### config.mk
export PLATFORM = sky130hd
export DESIGN_NAME = uart_cmd_asm
export DESIGN_NICKNAME = d
export VERILOG_FILES = /design/src/rtl/uart_cmd_asm.sv
export SDC_FILE = /design/constraint.sdc
export NUM_CORES = 1
export LEC_CHECK = 0
export ABC_AREA = 1
export ABC_CLOCK_PERIOD_IN_PS = 2000
export CORE_ASPECT_RATIO = 0.75
export CORE_UTILIZATION = 51
export CTS_CLUSTER_DIAMETER = 100
export DETAILED_ROUTE_END_ITERATION = 10
export PLACE_DENSITY = 0.91
export SETUP_SLACK_MARGIN = 0.3
export SYNTH_ARGS = -nofsm -noshare
export SYNTH_HDL_FRONTEND = slang
export SYNTH_SLANG_ARGS = --single-unit
### constraint.sdc
create_clock -name clk -period 2 [get_ports clk]
set_input_delay 0.3 -clock clk [delete_from_list [all_inputs] [get_ports clk]]
set_output_delay 0.3 -clock clk [all_outputs]
set_load 0.05 [all_outputs]
### src/rtl/uart_cmd_asm.sv
// Assembles 3-byte MSB-first commands from a UART receiver and sequences single-byte responses.
// Optional inter-byte timeout built when UART_CMD_ASM_TIMEOUT_EN is defined.
module uart_cmd_asm #(
    parameter int TIMEOUT_CYCLES = 20000
) (
    input  logic        clk,
    input  logic        rst_n,
    input  logic [7:0]  rx_data,
    input  logic        rx_rdy,
    output logic        clr_rx_rdy,
    output logic [23:0] cmd,
    output logic        cmd_rdy,
    input  logic        clr_cmd_rdy,
    input  logic [7:0]  resp,
    input  logic        send_resp,
    output logic [7:0]  tx_data,
    output logic        trmt,
    input  logic        tx_done,
    output logic        resp_sent,
    output logic        frame_err
);
    typedef enum logic [1:0] {WAIT_B1, WAIT_B2, WAIT_B3} rx_state_e;
    typedef enum logic {R_IDLE, R_BUSY} rsp_state_e;

    rx_state_e  rx_state_q, rx_state_d;
    rsp_state_e rsp_state_q, rsp_state_d;
    logic [15:0] shadow_q, shadow_d;
    logic [23:0] cmd_q, cmd_d;
    logic        cmd_rdy_q, cmd_rdy_d;
    logic [7:0]  tx_data_q, tx_data_d;
    logic        trmt_q, trmt_d, resp_sent_q, resp_sent_d;
    logic        timeout, cap_b1, cap_b2, cap_b3;

`ifdef UART_CMD_ASM_TIMEOUT_EN
    localparam logic [15:0] TO_LIM = 16'(TIMEOUT_CYCLES);
    logic [15:0] cnt_q, cnt_d;
    logic        frame_err_q;

    assign timeout = (rx_state_q != WAIT_B1) && (cnt_q == TO_LIM);

    always_comb begin
        cnt_d = cnt_q + 16'd1;
        if (rx_rdy || timeout || rx_state_q == WAIT_B1) cnt_d = '0;
    end

    always_ff @(posedge clk or negedge rst_n) begin
        if (!rst_n) begin
            cnt_q       <= '0;
            frame_err_q <= 1'b0;
        end else begin
            cnt_q       <= cnt_d;
            frame_err_q <= timeout;
        end
    end
    assign frame_err = frame_err_q;
`else
    assign timeout   = 1'b0;
    assign frame_err = 1'b0;
`endif

    // Receive FSM
    always_ff @(posedge clk or negedge rst_n) begin
        if (!rst_n) rx_state_q <= WAIT_B1;
        else        rx_state_q <= rx_state_d;
    end

    always_comb begin
        rx_state_d = rx_state_q;
        if (timeout) begin
            // a byte landing on the timeout cycle starts a fresh command
            rx_state_d = rx_rdy ? WAIT_B2 : WAIT_B1;
        end else if (rx_rdy) begin
            case (rx_state_q)
                WAIT_B1: rx_state_d = WAIT_B2;
                WAIT_B2: rx_state_d = WAIT_B3;
                default: rx_state_d = WAIT_B1;
            endcase
        end
    end

    always_comb begin
        clr_rx_rdy = rx_rdy & rst_n;
        cap_b1     = rx_rdy & (timeout | (rx_state_q == WAIT_B1));
        cap_b2     = rx_rdy & ~timeout & (rx_state_q == WAIT_B2);
        cap_b3     = rx_rdy & ~timeout & (rx_state_q == WAIT_B3);
    end

    always_comb begin
        shadow_d  = timeout ? 16'h0 : shadow_q;
        cmd_d     = cmd_q;
        cmd_rdy_d = clr_cmd_rdy ? 1'b0 : cmd_rdy_q;
        if (cap_b1) shadow_d[15:8] = rx_data;
        if (cap_b2) shadow_d[7:0]  = rx_data;
        if (cap_b3) begin
            cmd_d     = {shadow_q, rx_data};
            cmd_rdy_d = 1'b1;
        end
    end

    always_ff @(posedge clk or negedge rst_n) begin
        if (!rst_n) begin
            shadow_q  <= '0;
            cmd_q     <= '0;
            cmd_rdy_q <= 1'b0;
        end else begin
            shadow_q  <= shadow_d;
            cmd_q     <= cmd_d;
            cmd_rdy_q <= cmd_rdy_d;
        end
    end

    // Response FSM
    always_ff @(posedge clk or negedge rst_n) begin
        if (!rst_n) rsp_state_q <= R_IDLE;
        else        rsp_state_q <= rsp_state_d;
    end

    always_comb begin
        rsp_state_d = rsp_state_q;
        case (rsp_state_q)
            R_IDLE:  if (send_resp) rsp_state_d = R_BUSY;
            default: if (tx_done)   rsp_state_d = R_IDLE;
        endcase
    end

    always_comb begin
        tx_data_d   = tx_data_q;
        trmt_d      = 1'b0;
        resp_sent_d = 1'b0;
        if (rsp_state_q == R_IDLE && send_resp) begin
            tx_data_d = resp;
            trmt_d    = 1'b1;
        end
        if (rsp_state_q == R_BUSY && tx_done) resp_sent_d = 1'b1;
    end

    always_ff @(posedge clk or negedge rst_n) begin
        if (!rst_n) begin
            tx_data_q   <= '0;
            trmt_q      <= 1'b0;
            resp_sent_q <= 1'b0;
        end else begin
            tx_data_q   <= tx_data_d;
            trmt_q      <= trmt_d;
            resp_sent_q <= resp_sent_d;
        end
    end

    assign cmd       = cmd_q;
    assign cmd_rdy   = cmd_rdy_q;
    assign tx_data   = tx_data_q;
    assign trmt      = trmt_q;
    assign resp_sent = resp_sent_q;
endmodule

* Word-level counts from Yosys, hierarchy flattened
Cells that the tools add are included.
** Word-level totals
- Register bits after elaboration :: 54
- Bits in latches :: 0
- Memory bits (writable) :: 0
- Memory bits (read-only) :: 0
- Output and inout port bits :: 37
- Logic and storage cells :: 28
- Memories :: 0
** Operators by class
- $add $sub $neg :: 0
- Multiply operators :: 0
- Divide/modulo/power cells :: 0
- Order comparisons :: 0
- Equality and inequality tests :: 2
- Shifts and indexed selects :: 0
- Muxes and demuxes :: 8
- Bitwise operators :: 5
- Reduce and logical (&&, ||, !) cells :: 4
** Operators with widths (count)
- $mux W1 :: 7
- $and A1 B1 Y1 :: 4
- $pmux W2 S2 :: 1
- $eq A2 B1 Y1 const B :: 1
- $eq A2 B2 Y1 const B :: 1
- $logic_and A1 B1 Y1 :: 2
- $logic_not A2 Y1 :: 1
- $reduce_bool A2 Y1 :: 1
- $not A1 Y1 :: 1

* Longest topological paths before layout
Gate-level depths: netlist of run 1.
- Depth after elaboration :: 3
- Mapped depth :: 5
- Mapped depth without buffers :: 5

* Worst setup path after synthesis of run 1
OpenSTA, ideal clock, no wires.
- Kind :: input port to output port
- From :: in rx_rdy
- To :: out clr_rx_rdy
- Arrival :: 1.016 ns
- Data required time :: 1.700 ns
- Setup slack :: 0.684 ns
- Cell stages on the path :: 4
- Path buffers :: 2
- Cell sequence :: buf_4 -> buf_2 -> nand2_1 -> inv_1
** On the way
- Cells in the longest elaborated chain, start to end :: 1
** Ends and longest elaborated chain
- start: declaration :: line 9 : input logic rx_rdy,
- $and A1 B1 Y1 :: line 82 : clr_rx_rdy = rx_rdy & rst_n;
- end: declaration :: line 10 : output logic clr_rx_rdy,
Every way passes these cells.

* Worst setup path in the final report of run 1
- From :: reg cmd_q[0], in the netlist cmd[0]
- To :: out cmd[0]
** RTL lines
- start: declaration :: line 28 : logic [23:0] cmd_q, cmd_d;
- start signal: assignment :: line 107 : cmd_q <= cmd_d;
- end: declaration :: line 11 : output logic [23:0] cmd,
No word-level cell between the ends.

==> results.sh, run 1 <==
export IMPL_ant_nets=0
export IMPL_seqCellArea_um2=1351
export IMPL_cp_end_kind="primary output"
export IMPL_die_w_um=78.22
export IMPL_grt_pass1_wl_um=7652
export IMPL_grt_pass1_vias=1704
export IMPL_drv_slew=0
export IMPL_synth_edf_count=0
export IMPL_initial_utilization_pct=54.15
export IMPL_yosysUniqueCellTypes=15
export IMPL_rrSetupSlack_ns=0.57
export IMPL_post_route_min_period_ns=1.521
export IMPL_groute_usage_overall_pct=22.07
export IMPL_critPathMaxStageDelay_ns=0.54
export IMPL_drive_gt1_share_pct=7.692
export IMPL_final_setup_viol_count=0
export IMPL_finalClockSkew_ns=0.005492
export IMPL_numPortBuffers=57
export IMPL_cp_slowest_cell="dlygate4sd2_1"
export IMPL_fin_crit_sh_pct=76.03
export IMPL_vias_per_cell=5.211
export IMPL_dp_cells=333
export IMPL_p_leak_nw=1.536
export IMPL_ys_seq_area_share_pct=60.81
export IMPL_maxCapViolCount=0
export IMPL_cts_root_buf="clkbuf_8"
export IMPL_worstSetupPathType="reg -> out"
export IMPL_nets=307
export IMPL_grt_max_degree=55
export IMPL_outcome="finished clean"
export IMPL_core_um2=4104
export IMPL_ir_drop_mv=1.105
export IMPL_drt_total_wl_um=4511
export IMPL_dr_pass1_iters=5
export IMPL_rsz0062_at_grt="no"
export IMPL_cts_repair_resized=35
export IMPL_ys_ff_latch=54
export IMPL_synth_avg_cell_area_um2=9.620
export IMPL_row_count=20
export IMPL_synthArstFlopShare_pct=100.0
export IMPL_hold_path_class="in -> async"
export IMPL_synth_nets=253
export IMPL_synthTopCellsByCount="nand2_1, dfrtp_1, nand4_1, nand3_1, buf_4"
export IMPL_tns_ns=0
export IMPL_worstPathArrival_ns=1.22
export IMPL_syn_area_um2=2222
export IMPL_antenna_cells=0
export IMPL_ys_warn_count=0
export IMPL_synth_cells=231
export IMPL_dieArea_um2=4628
export IMPL_area_delta_synth_final_pct=27.87
export IMPL_fin_cells=341
export IMPL_postCtsSetupBuffers=0
export IMPL_cts_sinks=54
export IMPL_multi_input_area_um2=729.5
export IMPL_required_ns=1.70
export IMPL_crit_fanout=2
export IMPL_path_buf_inv=1
export IMPL_dp_hpwl_um=3113
export IMPL_cts_tree="done"
export IMPL_antenna_found_initial=0
export IMPL_critPathTopFamily="buffers and inverters"
export IMPL_h_tree_depth=2
export IMPL_io_pins=59
export IMPL_power_per_cell_area_nw_per_um2=1612
export IMPL_routabilityCongestion=0.8453
export IMPL_die_h_um=59.17
export IMPL_clk_latency_ns=0.30
export IMPL_cts_buffer_depth=2
export IMPL_synth_most_common_cell="nand2_1"
export IMPL_synth_largest_area_cell="dfrtp_1"
export IMPL_crit_chain="dlygate4sd2_1"
export IMPL_cts_hold_buf=0
export IMPL_synth_top_area_share_pct=60.81
export IMPL_yosys_top_cells_area="dfrtp_1, nand2_1, nand4_1"
export IMPL_drc=0
export IMPL_num_vias=1777
export IMPL_cts_made_buffers=5
export IMPL_fmax_ghz=0.6576
export IMPL_ys_flop_type="dfrtp_1"
export IMPL_nFillCells=356
export IMPL_path_clk_slew_ns=0.09
export IMPL_slew_headroom_pct=56.95
export IMPL_finalHoldViolCount=0
export IMPL_tightest_slew_ns=0.6457
export IMPL_wl_per_cell_um=13.23
export IMPL_drt_iter0_drc=101
export IMPL_startpoint_type="register"
export IMPL_gr_total_overflow=0
[flip-flops by register name (all words and copies together), names as in the netlist]
signal / cells
tx_data: 8
rx_state_q: 2
resp_sent: 1
cmd: 24
shadow_q: 16
rsp_state_q: 1
trmt: 1
cmd_rdy: 1
[logic make-up (layout without fill, tap and decap cells)]
| group | count (synthesis) | after routing | share of synthesized area, % |
|---|---|---|---|
| buffers and inverters | 21 | 76 | 6.362 |
| AOI/OAI and AO/OA | 4 | 4 | 0.9009 |
| other | 1 | 1 | 0.1688 |
| and+or+nand+nor | 151 | 151 | 31.76 |
| DFF | 54 | 54 | 60.81 |
[final cells by class]
class | count | share of cell area (%)
Multi-Input combinational cell | 156 | 25.67
Clock buffer | 7 | 3.038
Sequential cell | 54 | 47.56
Timing Repair Buffer | 61 | 20.21
Inverter | 7 | 0.9247
Clock inverter | 1 | 0.1761
Tap cell | 55 | 2.422
[worst reg2reg max path: stages, from the launching register on]
cell	delay, ns
dfrtp_1	0.69
inv_2	0.18
nand3_4	0.26
o21ai_0	0.16
[cell usage in the layout, fill, tap and decap left out, drive strengths merged, types with 4 or more instances in the layout]
| cell | instances |
|---|---|
| nand2 | 108 |
| buf | 6 |
| dlygate4sd2 | 35 |
| nand3 | 10 |
| clkdlybuf4s50 | 20 |
| o21ai | 4 |
| nand4 | 32 |
| dfrtp | 54 |
| inv | 7 |
| clkbuf | 7 |
[where the power goes]
part           total (mW)  leakage, nW  switching [mW]  internal (mW)
registers            1.83        0.678           0.301           1.53
clock network       0.608       0.0482           0.328          0.280
logic                2.14        0.809            1.59          0.551
total                4.58         1.54            2.22           2.36
[routing by layer]
metal	global-route usage [%]	wire length (µm)	vias to the layer above	part of all wire, %
li1	-	-	873	-
met2	35.59	2128	59	47
met3	4.769	242	8	5.4
met1	29.74	2071	837	46
met5	0	0	-	0
met4	8.730	68	0	1.5
[metrics by stage]
step           setup WS [ns]  util (%)  instance area, µm²  power (mW)  hold slack (ns)
2_1_floorplan         0.6844         -                2222       3.442         0.004409
3_3_place_gp          0.3571     68.08                2794       4.135           0.4542
3_5_place_dp          0.2962     68.08                2794       4.203           0.4573
4_1_cts               0.4625     69.24                2841       4.621           0.2001
5_1_grt               0.4403     69.24                2841       4.868           0.2339
6_report              0.4793     69.24                2841       4.579           0.1906
[path summary, 6_finish.rpt]
path	depth (start not counted)	to	start
max	1	cmd[0]	cmd[0]
min	2	cmd[15]	rst_n
max reg2reg	3	cmd_rdy	rx_state_q[0]
min reg2reg	2	cmd[4]	cmd[4]
max in group asynchronous	2	cmd[2]	rst_n
min in group clk	2	cmd[4]	cmd[4]
Note: power is estimated with default switching activity, not from simulation.
==> run 2, diff against run 1 <==
ABC_CLOCK_PERIOD_IN_PS = 1500   (was 2000)
CORE_UTILIZATION = 48   (was 51)
PLACE_DENSITY = 0.87   (was 0.91)
clock period = 1.5 ns   (was 2 ns; I/O delays follow)
==> results.sh, run 2 (same netlist as run 1, synthesis figures left out) <==
export IMPL_outcome="finished clean"
export IMPL_groute_usage_overall_pct=22.88
export IMPL_wl_per_cell_um=14.61
export IMPL_antenna_cells=0
export IMPL_regToRegStartpoint="rx_state_q[1]"
export IMPL_drv_slew=0
export IMPL_grt_pass1_vias=1680
export IMPL_maxCapViolCount=0
export IMPL_ir_drop_mv=1.139
export IMPL_drt_iter0_drc=181
export IMPL_path_clk_slew_ns=0.10
export IMPL_hold_path_class="in -> async"
export IMPL_cts_sinks=54
export IMPL_cp_slowest_cell="dfrtp_2"
export IMPL_tightest_slew_ns=0.6665
export IMPL_timing_rr_end="cmd[23]"
export IMPL_cts_made_buffers=5
export IMPL_final_cell_mix="nand2_1, dfrtp_1, buf_4"
export IMPL_die_h_um=60.93
export IMPL_critPathMaxStageDelay_ns=0.52
export IMPL_fin_cells=353
export IMPL_startpoint_type="register"
export IMPL_rrSetupSlack_ns=0.33
export IMPL_final_setup_viol_count=0
export IMPL_cp_end_kind="register"
export IMPL_post_route_min_period_ns=1.169
export IMPL_numPortBuffers=57
export IMPL_slew_headroom_pct=55.57
export IMPL_grt_max_degree=55
export IMPL_vias_per_cell=5.300
export IMPL_h_tree_depth=2
export IMPL_ant_nets=0
export IMPL_cts_root_buf="clkbuf_8"
export IMPL_area_delta_synth_final_pct=33.84
export IMPL_dr_pass1_iters=4
export IMPL_fin_crit_sh_pct=77.96
export IMPL_cts_buffer_depth=2
export IMPL_power_per_cell_area_nw_per_um2=2243
export IMPL_grt_met2_usage_pct=35.59
export IMPL_cts_tree="done"
export IMPL_fmax_ghz=0.8552
export IMPL_final_common_cell="nand2_1"
export IMPL_largest_reg_flops=24
export IMPL_finalHoldViolCount=0
export IMPL_gr_max_usage_layer="met2"
export IMPL_total_power_mw=6.671
export IMPL_initial_utilization_pct=50.04
export IMPL_drc=0
export IMPL_path_common_cell="nand2_1"
export IMPL_routabilityCongestion=0.7883
export IMPL_core_um2=4441
export IMPL_antenna_found_initial=0
export IMPL_gr_usage_met3_pct=4.511
export IMPL_io_pins=59
export IMPL_r2r_cells=4
export IMPL_num_vias=1871
export IMPL_drive_gt1_share_pct=23.65
export IMPL_tns_ns=0
export IMPL_die_w_um=80.57
export IMPL_crit_chain="buf_2, nand3_4, nand2_1, nand2_1"
export IMPL_crit_fanout=7
export IMPL_nets=317
export IMPL_worstSetupPathType="reg -> reg"
export IMPL_clk_latency_ns=0.31
export IMPL_drt_total_wl_um=5157
export IMPL_gr_total_overflow=0
export IMPL_grt_pass1_wl_um=8245
export IMPL_dieArea_um2=4908
export IMPL_finalClockSkew_ns=0.004956
export IMPL_p_leak_nw=1.552
export IMPL_whs_ns=0.06677
export IMPL_row_count=21
export IMPL_worstPathArrival_ns=1.38
export IMPL_required_ns=1.71
export IMPL_grt_use_met1_pct=32.68
export IMPL_rsz0062_at_grt="yes"
export IMPL_dp_cells=338
export IMPL_dp_hpwl_um=3265
run 2: cell types whose count changed in the layout (fill, tap and decap cells not counted), sizes merged:
cell	before	now
dlygate4sd2	35	1
inv	7	8
clkinvlp	0	1
buf	6	49
clkdlybuf4s50	20	19
clkbuf	7	6
clkinv	1	0
nand3	10	12
run 2: worst max path at each step:
stage / startpoint / end / slack (ns) / cells past startpoint
4_1_cts: rx_state_q[0] / cmd[23] / 0.31 / 4
3_5_place_dp: rx_rdy / cmd[22] / -0.03 / 5
5_1_grt: rx_state_q[1] / cmd[23] / 0.27 / 4
3_3_place_gp: rx_rdy / cmd[1] / 0.04 / 5
2_1_floorplan: rx_rdy / clr_rx_rdy / 0.33 / 4
6_report: rx_state_q[1] / cmd[23] / 0.33 / 4
run 2: critical path, delay by kind of cell (launching register included):
family,cells,cell delay (ns)
DFF,1,0.52
buffers and inverters,1,0.23
and+or+nand+nor,3,0.32
run 2: cell type report:
type                       instances  area [µm²]
clock inverter                     2       16.27
clock buffer                       6       82.58
multi-input combinational        158       757.0
timing repair buffer              69       661.9
sequential                        54        1354
tap                               57       71.32
fill                             353        1466
inverter                           7       31.28
run 2: what timing repair did:
action	4_1_cts	5_1_grt
endpoints found under the setup margin	27	30
buffers inserted	2	3
gates resized for setup	5	1
pin swaps	1	1
gates cloned	1	1
hold buffers	0	0
hold endpoints to repair	0	0
run 2: layer usage:
| layer | part of all wire (%) | vias up |
|---|---|---|
| met5 | 0 | - |
| li1 | - | 889 |
| met4 | 1.2 | 0 |
| met1 | 45 | 891 |
| met3 | 7.3 | 7 |
| met2 | 46 | 84 |
run 2: stage by stage:
step	util (%)	cell area [µm²]	setup slack, ns
6_report	66.98	2974	0.3306
5_1_grt	66.98	2974	0.2739
4_1_cts	66.24	2942	0.3115
3_5_place_dp	63.20	2806	-0.02713
3_3_place_gp	63.20	2806	0.03659
2_1_floorplan	-	2222	0.3344
run 2: report_power, final:
group / leakage [nW] / internal [mW] / total [mW] / switching, mW
Sequential: 0.676 / 2.05 / 2.50 / 0.449
Clock: 0.0478 / 0.381 / 0.865 / 0.484
Combinational: 0.828 / 1.09 / 3.31 / 2.22
Total: 1.55 / 3.52 / 6.67 / 3.15
